[src/rtl/rand_range_gen_pkg.sv]
// Shared types and LFSR tap masks for the rand_range_gen slice.
// Tap masks describe a right-shifting Galois LFSR; bit 0 is the feedback bit.
package rand_pkg;

    typedef enum logic [1:0] {
        IDLE = 2'd0,
        DRAW = 2'd1,
        HOLD = 2'd2
    } rand_state_t;

    localparam logic [7:0]  LFSR_TAPS_8  = 8'hB8;
    localparam logic [15:0] LFSR_TAPS_16 = 16'hB400;
    localparam logic [23:0] LFSR_TAPS_24 = 24'hE10000;
    localparam logic [31:0] LFSR_TAPS_32 = 32'hA3000000;

    // Returns zero for an unsupported length, which callers treat as illegal.
    function automatic logic [31:0] get_taps(input int lfsr_w);
        logic [31:0] taps;
        case (lfsr_w)
            8:       taps = {24'd0, LFSR_TAPS_8};
            16:      taps = {16'd0, LFSR_TAPS_16};
            24:      taps = {8'd0, LFSR_TAPS_24};
            32:      taps = LFSR_TAPS_32;
            default: taps = 32'd0;
        endcase
        return taps;
    endfunction

endpackage

[src/rtl/rand_range_gen_if.sv]
// Request/response bundle of rand_range_gen: handshake, seed load and result.
// master = consumer of random values, slave = the generator.
interface rand_range_gen_if #(
    parameter int WIDTH  = 4,
    parameter int LFSR_W = 16
);
    logic              REQ;
    logic              ACK;
    logic              SEED_LD;
    logic [LFSR_W-1:0] SEED_IN;
    logic [WIDTH-1:0]  D;
    logic              VALID;

    modport master (
        output REQ, ACK, SEED_LD, SEED_IN,
        input  D, VALID
    );

    modport slave (
        input  REQ, ACK, SEED_LD, SEED_IN,
        output D, VALID
    );
endinterface

[src/rtl/rand_range_gen_lfsr.sv]
// lfsr_core: free-running right-shifting Galois LFSR with runtime seed load.
// A zero load value is replaced by SEED so the register can never lock up at zero.
module lfsr_core
    import rand_pkg::*;
#(
    parameter int          LFSR_W = 16,
    parameter logic [31:0] SEED   = 32'h0000ACE1
) (
    input  logic              CLK,
    input  logic              RST_N,
    input  logic              LD,
    input  logic [LFSR_W-1:0] LD_VAL,
    output logic [LFSR_W-1:0] Q
);

    localparam logic [31:0]       TAPS_FULL = get_taps(LFSR_W);
    localparam logic [LFSR_W-1:0] TAPS      = TAPS_FULL[LFSR_W-1:0];
    localparam logic [LFSR_W-1:0] SEED_W    = SEED[LFSR_W-1:0];

    logic [LFSR_W-1:0] q_reg;
    logic [LFSR_W-1:0] q_next;

    always_comb begin
        q_next = q_reg >> 1;
        if (LD) begin
            q_next = (LD_VAL == '0) ? SEED_W : LD_VAL;
        end else if (q_reg[0]) begin
            q_next = (q_reg >> 1) ^ TAPS;
        end
    end

    always_ff @(posedge CLK or negedge RST_N) begin
        if (!RST_N) begin
            q_reg <= SEED_W;
        end else begin
            q_reg <= q_next;
        end
    end

    assign Q = q_reg;

endmodule

[src/rtl/rand_range_gen.sv]
// rand_range_gen: uniform-ish value in 0..MAX_VAL by LFSR rejection sampling with modulo fallback.
// Optional RAND_STATS_EN adds saturating draw/reject/fallback counters.
module rand_range_gen
    import rand_pkg::*;
#(
    parameter int          WIDTH     = 4,
    parameter int          MAX_VAL   = 9,
    parameter int          LFSR_W    = 16,
    parameter logic [31:0] SEED      = 32'h0000ACE1,
    parameter int          MAX_TRIES = 8
) (
    input  logic              CLK,
    input  logic              RST_N,
    rand_range_gen_if.slave   bus
`ifdef RAND_STATS_EN
    ,
    output logic [15:0]       DRAW_CNT,
    output logic [15:0]       REJ_CNT,
    output logic [15:0]       FALLBACK_CNT
`endif
);

    localparam logic [31:0] SEED_MASK = (LFSR_W >= 32) ? 32'hFFFF_FFFF : ((32'd1 << LFSR_W) - 32'd1);

    generate
        if (MAX_VAL >= (2 ** WIDTH)) begin : g_bad_max_val
            $fatal(1, "rand_range_gen: MAX_VAL does not fit in WIDTH bits");
        end
        if (WIDTH > LFSR_W) begin : g_bad_width
            $fatal(1, "rand_range_gen: WIDTH exceeds LFSR_W");
        end
        if (get_taps(LFSR_W) == 32'd0) begin : g_bad_lfsr_w
            $fatal(1, "rand_range_gen: LFSR_W must be 8, 16, 24 or 32");
        end
        if ((SEED & SEED_MASK) == 32'd0) begin : g_bad_seed
            $fatal(1, "rand_range_gen: SEED is zero at LFSR_W bits");
        end
        if (MAX_TRIES < 1) begin : g_bad_tries
            $fatal(1, "rand_range_gen: MAX_TRIES must be at least 1");
        end
    endgenerate

    localparam int               TRY_W    = (MAX_TRIES > 1) ? $clog2(MAX_TRIES) : 1;
    localparam logic [TRY_W-1:0] LAST_TRY = TRY_W'(MAX_TRIES - 1);
    localparam logic [TRY_W-1:0] TRY_ONE  = TRY_W'(1);
    localparam logic [WIDTH-1:0] MAX_V    = WIDTH'(MAX_VAL);
    // A full-range MAX_VAL never rejects, so the divisor only has to be legal there.
    localparam logic [WIDTH-1:0] MOD_DIV  = (MAX_VAL + 1 >= (2 ** WIDTH)) ? WIDTH'(1) : WIDTH'(MAX_VAL + 1);

    logic [LFSR_W-1:0] lfsr_q;
    logic [WIDTH-1:0]  cand;

    lfsr_core #(
        .LFSR_W (LFSR_W),
        .SEED   (SEED)
    ) u_lfsr (
        .CLK    (CLK),
        .RST_N  (RST_N),
        .LD     (bus.SEED_LD),
        .LD_VAL (bus.SEED_IN),
        .Q      (lfsr_q)
    );

    assign cand = lfsr_q[WIDTH-1:0];

    generate
        if (WIDTH < LFSR_W) begin : g_hi_bits
            logic unused_lfsr_hi;
            assign unused_lfsr_hi = ^lfsr_q[LFSR_W-1:WIDTH];
        end
    endgenerate

    rand_state_t      state_reg, state_next;
    logic [TRY_W-1:0] tries_reg, tries_next;
    logic [WIDTH-1:0] d_reg, d_next;
    logic             valid_reg, valid_next;

    always_comb begin
        state_next = state_reg;
        tries_next = tries_reg;
        d_next     = d_reg;
        valid_next = valid_reg;
        case (state_reg)
            IDLE: begin
                valid_next = 1'b0;
                if (bus.REQ) begin
                    state_next = DRAW;
                    tries_next = '0;
                end
            end
            DRAW: begin
                if (cand <= MAX_V) begin
                    d_next     = cand;
                    valid_next = 1'b1;
                    state_next = HOLD;
                end else if (tries_reg == LAST_TRY) begin
                    d_next     = cand % MOD_DIV;
                    valid_next = 1'b1;
                    state_next = HOLD;
                end else begin
                    tries_next = tries_reg + TRY_ONE;
                end
            end
            HOLD: begin
                if (bus.ACK) begin
                    valid_next = 1'b0;
                    if (bus.REQ) begin
                        state_next = DRAW;
                        tries_next = '0;
                    end else begin
                        state_next = IDLE;
                    end
                end
            end
            default: begin
                state_next = IDLE;
                valid_next = 1'b0;
            end
        endcase
    end

    always_ff @(posedge CLK or negedge RST_N) begin
        if (!RST_N) begin
            state_reg <= IDLE;
            tries_reg <= '0;
            d_reg     <= '0;
            valid_reg <= 1'b0;
        end else begin
            state_reg <= state_next;
            tries_reg <= tries_next;
            d_reg     <= d_next;
            valid_reg <= valid_next;
        end
    end

    assign bus.D     = d_reg;
    assign bus.VALID = valid_reg;

`ifdef RAND_STATS_EN
    logic        rej_ev;
    logic        fb_ev;
    logic        draw_ev;
    logic [15:0] draw_cnt_reg, rej_cnt_reg, fb_cnt_reg;

    // The fallback candidate is itself a rejection, so it bumps both counters.
    assign rej_ev  = (state_reg == DRAW) && (cand > MAX_V);
    assign fb_ev   = rej_ev && (tries_reg == LAST_TRY);
    assign draw_ev = valid_next && !valid_reg;

    always_ff @(posedge CLK or negedge RST_N) begin
        if (!RST_N) begin
            draw_cnt_reg <= '0;
            rej_cnt_reg  <= '0;
            fb_cnt_reg   <= '0;
        end else begin
            if (draw_ev && (draw_cnt_reg != 16'hFFFF)) draw_cnt_reg <= draw_cnt_reg + 16'd1;
            if (rej_ev && (rej_cnt_reg != 16'hFFFF))   rej_cnt_reg  <= rej_cnt_reg + 16'd1;
            if (fb_ev && (fb_cnt_reg != 16'hFFFF))     fb_cnt_reg   <= fb_cnt_reg + 16'd1;
        end
    end

    assign DRAW_CNT     = draw_cnt_reg;
    assign REJ_CNT      = rej_cnt_reg;
    assign FALLBACK_CNT = fb_cnt_reg;
`endif

endmodule
[src/flat_wrapper.sv]
// flat-port wrapper written by rule: the top's interface ports become plain ports
module rand_range_gen_flat import rand_pkg::*;
#(
    parameter int          WIDTH     = 4,
    parameter int          MAX_VAL   = 9,
    parameter int          LFSR_W    = 16,
    parameter logic [31:0] SEED      = 32'h0000ACE1,
    parameter int          MAX_TRIES = 8
)
  (CLK, RST_N, bus_REQ, bus_ACK, bus_SEED_LD, bus_SEED_IN, bus_D, bus_VALID);
  rand_range_gen_if #(.WIDTH(WIDTH), .LFSR_W(LFSR_W)) bus_i ();
  input  logic CLK;
  input  logic RST_N;
  input wire logic [$bits(bus_i.REQ)-1:0] bus_REQ;
  input wire logic [$bits(bus_i.ACK)-1:0] bus_ACK;
  input wire logic [$bits(bus_i.SEED_LD)-1:0] bus_SEED_LD;
  input wire logic [$bits(bus_i.SEED_IN)-1:0] bus_SEED_IN;
  output wire logic [$bits(bus_i.D)-1:0] bus_D;
  output wire logic [$bits(bus_i.VALID)-1:0] bus_VALID;
  assign bus_i.REQ = bus_REQ;
  assign bus_i.ACK = bus_ACK;
  assign bus_i.SEED_LD = bus_SEED_LD;
  assign bus_i.SEED_IN = bus_SEED_IN;
  assign bus_D = bus_i.D;
  assign bus_VALID = bus_i.VALID;
  rand_range_gen #(.WIDTH(WIDTH), .MAX_VAL(MAX_VAL), .LFSR_W(LFSR_W), .SEED(SEED), .MAX_TRIES(MAX_TRIES)) u_core (.CLK(CLK), .RST_N(RST_N), .bus(bus_i));
endmodule
[config.mk]
export PLATFORM = sky130hd
export DESIGN_NAME = rand_range_gen_flat
export DESIGN_NICKNAME = d
export VERILOG_FILES = /design/src/rtl/rand_range_gen_pkg.sv /design/src/rtl/rand_range_gen_if.sv /design/src/rtl/rand_range_gen_lfsr.sv /design/src/rtl/rand_range_gen.sv /design/src/flat_wrapper.sv
export SDC_FILE = /design/constraint.sdc
export NUM_CORES = 1
export LEC_CHECK = 0
export ABC_CLOCK_PERIOD_IN_PS = 2370
export BUFFER_PORTS_ARGS = -buffer_cell sky130_fd_sc_hd__buf_2
export CORE_ASPECT_RATIO = 1.75
export CORE_UTILIZATION = 52
export CTS_CLUSTER_SIZE = 10
export DETAILED_ROUTE_END_ITERATION = 12
export PLACE_DENSITY = 0.88
export SLEW_MARGIN = 10
export SYNTH_ARGS = -nofsm -noshare
export SYNTH_HDL_FRONTEND = slang
export SYNTH_HIERARCHICAL = 1
export SYNTH_SLANG_ARGS = --single-unit
[constraint.sdc]
create_clock -name CLK -period 2.37 [get_ports CLK]
set_input_delay 0.237 -clock CLK [delete_from_list [all_inputs] [get_ports CLK]]
set_output_delay 0.237 -clock CLK [all_outputs]
set_load 0.03 [all_outputs]
==> results of run 1 <==
synthesized netlist by cell type (all sizes together):
library cell	n	area, um^2
a21oi	2	10.0
a31o	1	8.76
buf	1	5.00
clkbuf	2	7.51
dfrtp	18	450
dfstp	8	210
ha	3	37.5
inv	3	11.3
mux2	10	113
mux2i	3	30.0
nand2	5	18.8
nand2b	4	25.0
nand3b	1	7.51
nor2	1	3.75
nor2b	2	20.0
nor3b	1	7.51
nor4b	1	8.76
o21ai	8	40.0
o22a	8	70.1
o41ai	1	27.5
or3b	1	8.76
or4	4	41.3
xnor2	1	8.76
xor2	2	17.5
routing by layer:
metal  vias up  wire length [um]  global-route usage
met2        21              1200               0.360
li1        383                 -                   -
met1       402               847               0.214
met4         0                32              0.0938
met5         -                 0                   0
met3         3                69              0.0304
kinds of logic after synthesis:
family,count (synthesis),share of synthesized area
simple gates,20,0.119
buf+inv,6,0.0200
fa+ha+maj,3,0.0316
xor+xnor,3,0.0221
compound gates,20,0.132
mux,13,0.120
flops,26,0.556
area by class of cell:
cell class | instances | area [um^2]
multi-input combinational | 59 | 504
timing repair buffer | 26 | 135
tap | 24 | 30.0
inverter | 3 | 11.3
sequential | 26 | 661
fill | 167 | 742
clock buffer | 4 | 36.3
report_power, final:
group | internal [mW] | switching [mW]
Sequential | 0.546 | 0.0566
Combinational | 0.159 | 0.204
Clock | 0.0941 | 0.129
Total | 0.799 | 0.390
worst paths after layout:
| check | to | slack (ps) | depth (start not counted) |
|---|---|---|---|
| setup reg to reg | u_core/bus.D[2]$_DFFE_PN0P_ | 470 | 5 |
| min in group asynchronous | u_core/state_reg[0]$_DFFE_PN0P_ | 420 | 2 |
| setup / recovery | u_core/bus.D[2]$_DFFE_PN0P_ | 470 | 5 |
| hold / removal | u_core/u_lfsr/Q[6]$_DFF_PN1_ | 130 | 2 |
| hold reg to reg | u_core/u_lfsr/Q[11]$_DFF_PN1_ | 500 | 1 |
| max in group asynchronous | u_core/u_lfsr/Q[0]$_DFF_PN1_ | 1570 | 2 |
metrics by stage:
stage	std cells	utilization	hold slack, ps	area (um^2)	power [mW]
5_1_grt	142	0.650	121	1380	1.26
3_5_place_dp	137	0.628	265	1330	0.979
4_1_cts	142	0.650	128	1380	1.20
3_3_place_gp	137	0.628	251	1330	0.962
2_1_floorplan	91	-	-58.6	1190	0.867
6_report	142	0.650	131	1380	1.19
==> run_results.csv, run 1 <==
group,metric,value,unit
floorplan,initial_core_util,0.561,
detailed_routing,drt_wl_total,2.15,mm
detailed_routing,drc,0,
floorplan,std_cell_rows,22,
finish,diodes,0,
logic_synthesis,synth_seq_area_share,0.556,
cts,cts_buffers,3,
critical_path,crit_family,"compound AO/OA/AOI/OAI gates",
global_routing,antenna_found_initial,0,
global_routing,grt_start_max_net_pins,27,
logic_synthesis,yosysUniqueCellTypes,27,
floorplan,core-area,0.00212,mm^2
detailed_routing,routedWlPerCell,15.1,um
critical_path,slowest_delay,430,ps
logic_synthesis,yosysWarnings,6,
logic_synthesis,synth_area_per_cell,13.1,um^2
global_routing,grt_pass1_wl,3.52,mm
finish,final_nets,143,
detailed_routing,first_iter_violations,19,
placement,dp_worst_setup_slack,477,ps
finish,largest_register_ffs,16,
detailed_routing,ant_nets,0,
detailed_routing,drtPass1Iterations,4,
global_routing,grt.overflow.total,0,
cts,htree_levels,1,
critical_path,cp.arrival,2130,ps
finish,layout_commonest_cell,"buf_2",
critical_path,rr_startpoint,"u_core/tries_reg[0]$_DFFE_PN0P_",
critical_path,cp-end-kind,"flip-flop",
power_and_ir_drop,power.leakage,0.655,nW
critical_path,path_class,"reg -> reg",
worst_hold_path,hp-start,"bus_SEED_IN[6]",
cts,cts_root_buf,"clkbuf_4",
timing,slew_headroom,0.623,
cts,cts_resized,0,
finish,most-common-layout-cells,"25 x buf_2, 18 x dfrtp_1, 10 x mux2_2",
floorplan,dieArea,0.00249,mm^2
critical_path,cp_slowest_cell,"o21ai_1",
floorplan,ios,26,
cts,clk_latency,330,ps
timing,tns,0,ps
worst_hold_path,min_path_type,"in -> reg",
critical_path,cp-startpoint,"u_core/tries_reg[0]$_DFFE_PN0P_",
critical_path,critical_path.cell_chain,"ha_1 -> ha_1 -> nand2b_1 -> o21ai_1 -> mux2_2",
status,outcome,"finished, final reports clean",
timing,fin_skew,8.30,ps
power_and_ir_drop,peakVddDrop,0.523,mV
logic_synthesis,syn_inst,91,
timing,min_period,1900,ps
timing,maxSlewViolCount,0,
timing,worst_slack,470,ps
detailed_routing,post_drt_via_cell_ratio,5.70,
cts,clock-sinks,26,
timing,rsz0062_at_grt,"no",
finish,area_growth,15.9,%
timing,fmax,526,MHz
power_and_ir_drop,powerDensity,864,mW/mm^2
logic_synthesis,ys_seq_elements,26,
floorplan,die_w,38.1,um
critical_path,worstPathMaxFanout,6,
cts,cts_tree,"done",
placement,place_congestion,0.761,
cts,path_clk_slew,140,ps
placement,dp_hpwl,1.65,mm
critical_path,start_kind,"flip-flop",
placement,numPortBuffers,25,
cts,clk_path_buf_depth,2,
timing,finalHoldViolations,0,
finish,drive_above_1_share,0.441,
cts,postCtsHoldBufs,1,
detailed_routing,routed-via-count,809,
critical_path,cp_common_cell,"ha_1",
job,drv_cap,0,
timing,setup_violations,0,
timing,finalCritPeriodShare,0.802,
global_routing,grtUsageTotal,0.200,
timing,worstMarginPinSlew,565,ps
critical_path,worstPathRequired,2600,ps
logic_synthesis,syn_area,0.00119,mm^2
critical_path,cp_num_buf_inv,0,
cts,postCtsSetupRepairBufs,0,
floorplan,die_h,65.2,um
global_routing,grt_pass1_vias,868,
logic_synthesis,synth_fp_nets,115,
Note: power is estimated with default switching activity, not from simulation.
==> run 2: changes to the inputs <==
Settings changed: ABC_AREA from default to 1, ABC_CLOCK_PERIOD_IN_PS 2370 to 1600, CORE_UTILIZATION 52 to 48, PLACE_DENSITY 0.88 to 0.85.
Clock period 2.37 ns to 1.6 ns, I/O delays scaled along.
==> run 2 against run 1 <==
Effect of this change:
- wire length increased by 5.0%
- highest routed layer unchanged
- global-route usage decreased by 1.4 points
- setup slack got worse by 170 ps
- fmax increased by 46%
==> run_results.csv, run 2 <==
group,metric,value,unit
cts,cts_buffers,3,
finish,layout_commonest_cell,"nand2_1",
cts,clk_latency,260,ps
floorplan,dieArea,0.00283,mm^2
logic_synthesis,synth_seq_area_share,0.526,
global_routing,grt_start_max_net_pins,27,
detailed_routing,drt_wl_total,2.25,mm
critical_path,rr_worst_depth,6,
worst_hold_path,whs_endpoint,"u_core/u_lfsr/Q[9]$_DFF_PN0_",
critical_path,worstPathRequired,1750,ps
logic_synthesis,synthAdderAreaFrac,0.0299,
logic_synthesis,synth_top_family_by_area,"simple AND/OR/NAND/NOR gates",
floorplan,ios,26,
logic_synthesis,syn_inst,148,
floorplan,core-area,0.00249,mm^2
cts,clk_path_buf_depth,2,
cts,cts_tree,"done",
job,drv_cap,0,
global_routing,grt_pass1_wl,3.81,mm
detailed_routing,ant_nets,0,
timing,tns,0,ps
timing,worst_slack,299,ps
placement,place_congestion,0.734,
floorplan,std_cell_rows,24,
floorplan,die_w,40.7,um
detailed_routing,post_drt_via_cell_ratio,5.00,
logic_synthesis,yosysUniqueCellTypes,22,
detailed_routing,routed-via-count,1004,
power_and_ir_drop,powerDensity,1240,mW/mm^2
timing,finalHoldViolations,0,
detailed_routing,routedWlPerCell,11.2,um
logic_synthesis,synth_fp_nets,172,
timing,setup_violations,0,
timing,rsz0062_at_grt,"no",
cts,postCtsSetupRepairBufs,0,
worst_hold_path,hp-start,"bus_SEED_IN[9]",
global_routing,grtUsageTotal,0.187,
logic_synthesis,synth-xor-area-share,0.0209,
critical_path,cp.arrival,1450,ps
logic_synthesis,synthFlopType,"dfrtp_1",
critical_path,rr_startpoint,"u_core/tries_reg[0]$_DFFE_PN0P_",
power_and_ir_drop,p_total,1.79,mW
cts,path_clk_slew,80,ps
finish,final_nets,200,
global_routing,antenna_found_initial,0,
logic_synthesis,yosys-top-cells-area,"dfrtp_1 36%, dfstp_2 17%, nand2_1 14%",
logic_synthesis,synthMuxAreaShare,0,
cts,htree_levels,1,
logic_synthesis,synthArstFlopShare,1.00,
critical_path,cp-end-kind,"flip-flop",
logic_synthesis,syn_area,0.00126,mm^2
finish,diodes,0,
logic_synthesis,ys_seq_elements,26,
logic_synthesis,ys_top_cells_by_count,"46 x nand2_1, 27 x nor2_1, 18 x dfrtp_1",
floorplan,initial_core_util,0.504,
placement,numPortBuffers,25,
worst_hold_path,min_path_type,"in -> reg",
cts,clock-sinks,26,
detailed_routing,drtPass1Iterations,4,
logic_synthesis,synth_area_per_cell,8.49,um^2
logic_synthesis,yosysWarnings,6,
finish,drive_above_1_share,0.280,
critical_path,worstReg2RegEnd,"u_core/tries_reg[2]$_DFFE_PN0P_",
logic_synthesis,synth-compound-area-share,0.0558,
critical_path,worstPathMaxFanout,4,
finish,area_growth,15.0,%
global_routing,grt_pass1_vias,1026,
timing,min_period,1300,ps
logic_synthesis,synth_top_area_frac,0.359,
logic_synthesis,synth_edf_count,0,
timing,maxSlewViolCount,0,
logic_synthesis,synth_most_common_cell,"nand2_1",
placement,dp_hpwl,1.73,mm
critical_path,start_kind,"flip-flop",
critical_path,path_class,"reg -> reg",
timing,slew_headroom,0.628,
cts,cts_root_buf,"clkbuf_8",
detailed_routing,first_iter_violations,22,
logic_synthesis,synthSimpleGateAreaFrac,0.315,
power_and_ir_drop,power.leakage,0.750,nW
detailed_routing,drc,0,
power_and_ir_drop,peakVddDrop,0.749,mV
global_routing,grt.overflow.total,0,
worst_hold_path,hold_depth,3,
timing,worstMarginPinSlew,558,ps
timing,fmax,769,MHz
finish,largest_register_ffs,16,
critical_path,r2r_slack,300,ps
finish,n_fill_cell,229,
floorplan,die_h,69.7,um
logic_synthesis,synth_top_area_cell,"dfrtp_1",
status,outcome,"finished, final reports clean",
timing,fin_skew,2.62,ps
timing,finalCritPeriodShare,0.813,
placement,dp_worst_setup_slack,301,ps
finish,most-common-layout-cells,"46 x nand2_1, 27 x nor2_1, 25 x buf_2",
==> run 2: cell types whose count changed after synthesis, sizes merged, moves of 7 or more <==
cell,change
inv,+7
mux2,-10
nand2,+45
nand3,+7
nor2,+31
o22a,-8
==> run 2: power by group <==
group          total [mW]  leakage (nW)  internal, mW  switching, mW
registers           0.888         0.310         0.809         0.0797
clock network       0.360        0.0228         0.177          0.182
logic               0.544         0.418         0.183          0.361
==> run 2: logic make-up after synthesis <==
kind of cell,Yosys count
AO/OA/AOI/OAI,14
XOR/XNOR,3
adder cells (fa/ha/maj),3
buffers and inverters,13
flip-flops,26
AND/OR/NAND/NOR,89
==> run 2: worst max path at each step <==
stage                               startpoint  slack [ps]                              end  cells after the start
2_1_floorplan  u_core/tries_reg[0]$_DFFE_PN0P_         420  u_core/tries_reg[0]$_DFFE_PN0P_                      6
3_3_place_gp   u_core/tries_reg[0]$_DFFE_PN0P_         390  u_core/tries_reg[0]$_DFFE_PN0P_                      6
3_5_place_dp   u_core/tries_reg[0]$_DFFE_PN0P_         300  u_core/tries_reg[2]$_DFFE_PN0P_                      6
4_1_cts        u_core/tries_reg[0]$_DFFE_PN0P_         290  u_core/tries_reg[2]$_DFFE_PN0P_                      6
5_1_grt        u_core/tries_reg[0]$_DFFE_PN0P_         230  u_core/tries_reg[0]$_DFFE_PN0P_                      7
6_report       u_core/tries_reg[0]$_DFFE_PN0P_         300  u_core/tries_reg[2]$_DFFE_PN0P_                      6
==> run 2: layer usage <==
layer  wire length, um  track usage  share of wire  up-vias
li1                  -            -              -      510
met1               914        0.215           0.41      463
met2              1250        0.316           0.55       27
met3                64       0.0224          0.028        4
met4                27       0.0852          0.012        0
met5                 0            0              0        -
==> run 2: per-stage QoR <==
stage,hold WS (ps),instance area (um^2),cells,utilization
CTS,106,1450,201,0.580
finish,108,1450,201,0.580
global placement,174,1390,196,0.558
detailed placement,183,1390,196,0.558
global route,117,1450,201,0.580
floorplan,-136,1260,148,-
==> run 2: timing repair <==
action,in CTS,in global routing
setup endpoints to repair,0,0
hold endpoints to repair,18,0
resized for setup,0,0
hold buffers,1,0
==> run 2: final cells by class <==
class                           instances  area (um^2)  area share
Tap cell                               26         32.5      0.0225
Sequential cell                        26          661       0.457
Inverter                               10         42.5      0.0294
Timing Repair Buffer                   26          135      0.0935
Clock buffer                            4         45.0      0.0312
Multi-Input combinational cell        109          529       0.366
==> run 2: critical path, cell delays in order, from the launching register on <==
cell,delay (ps)
dfrtp_1,400
ha_1,200
ha_1,170
inv_1,90
nand3_2,140
nand3_1,110
nand2_1,70
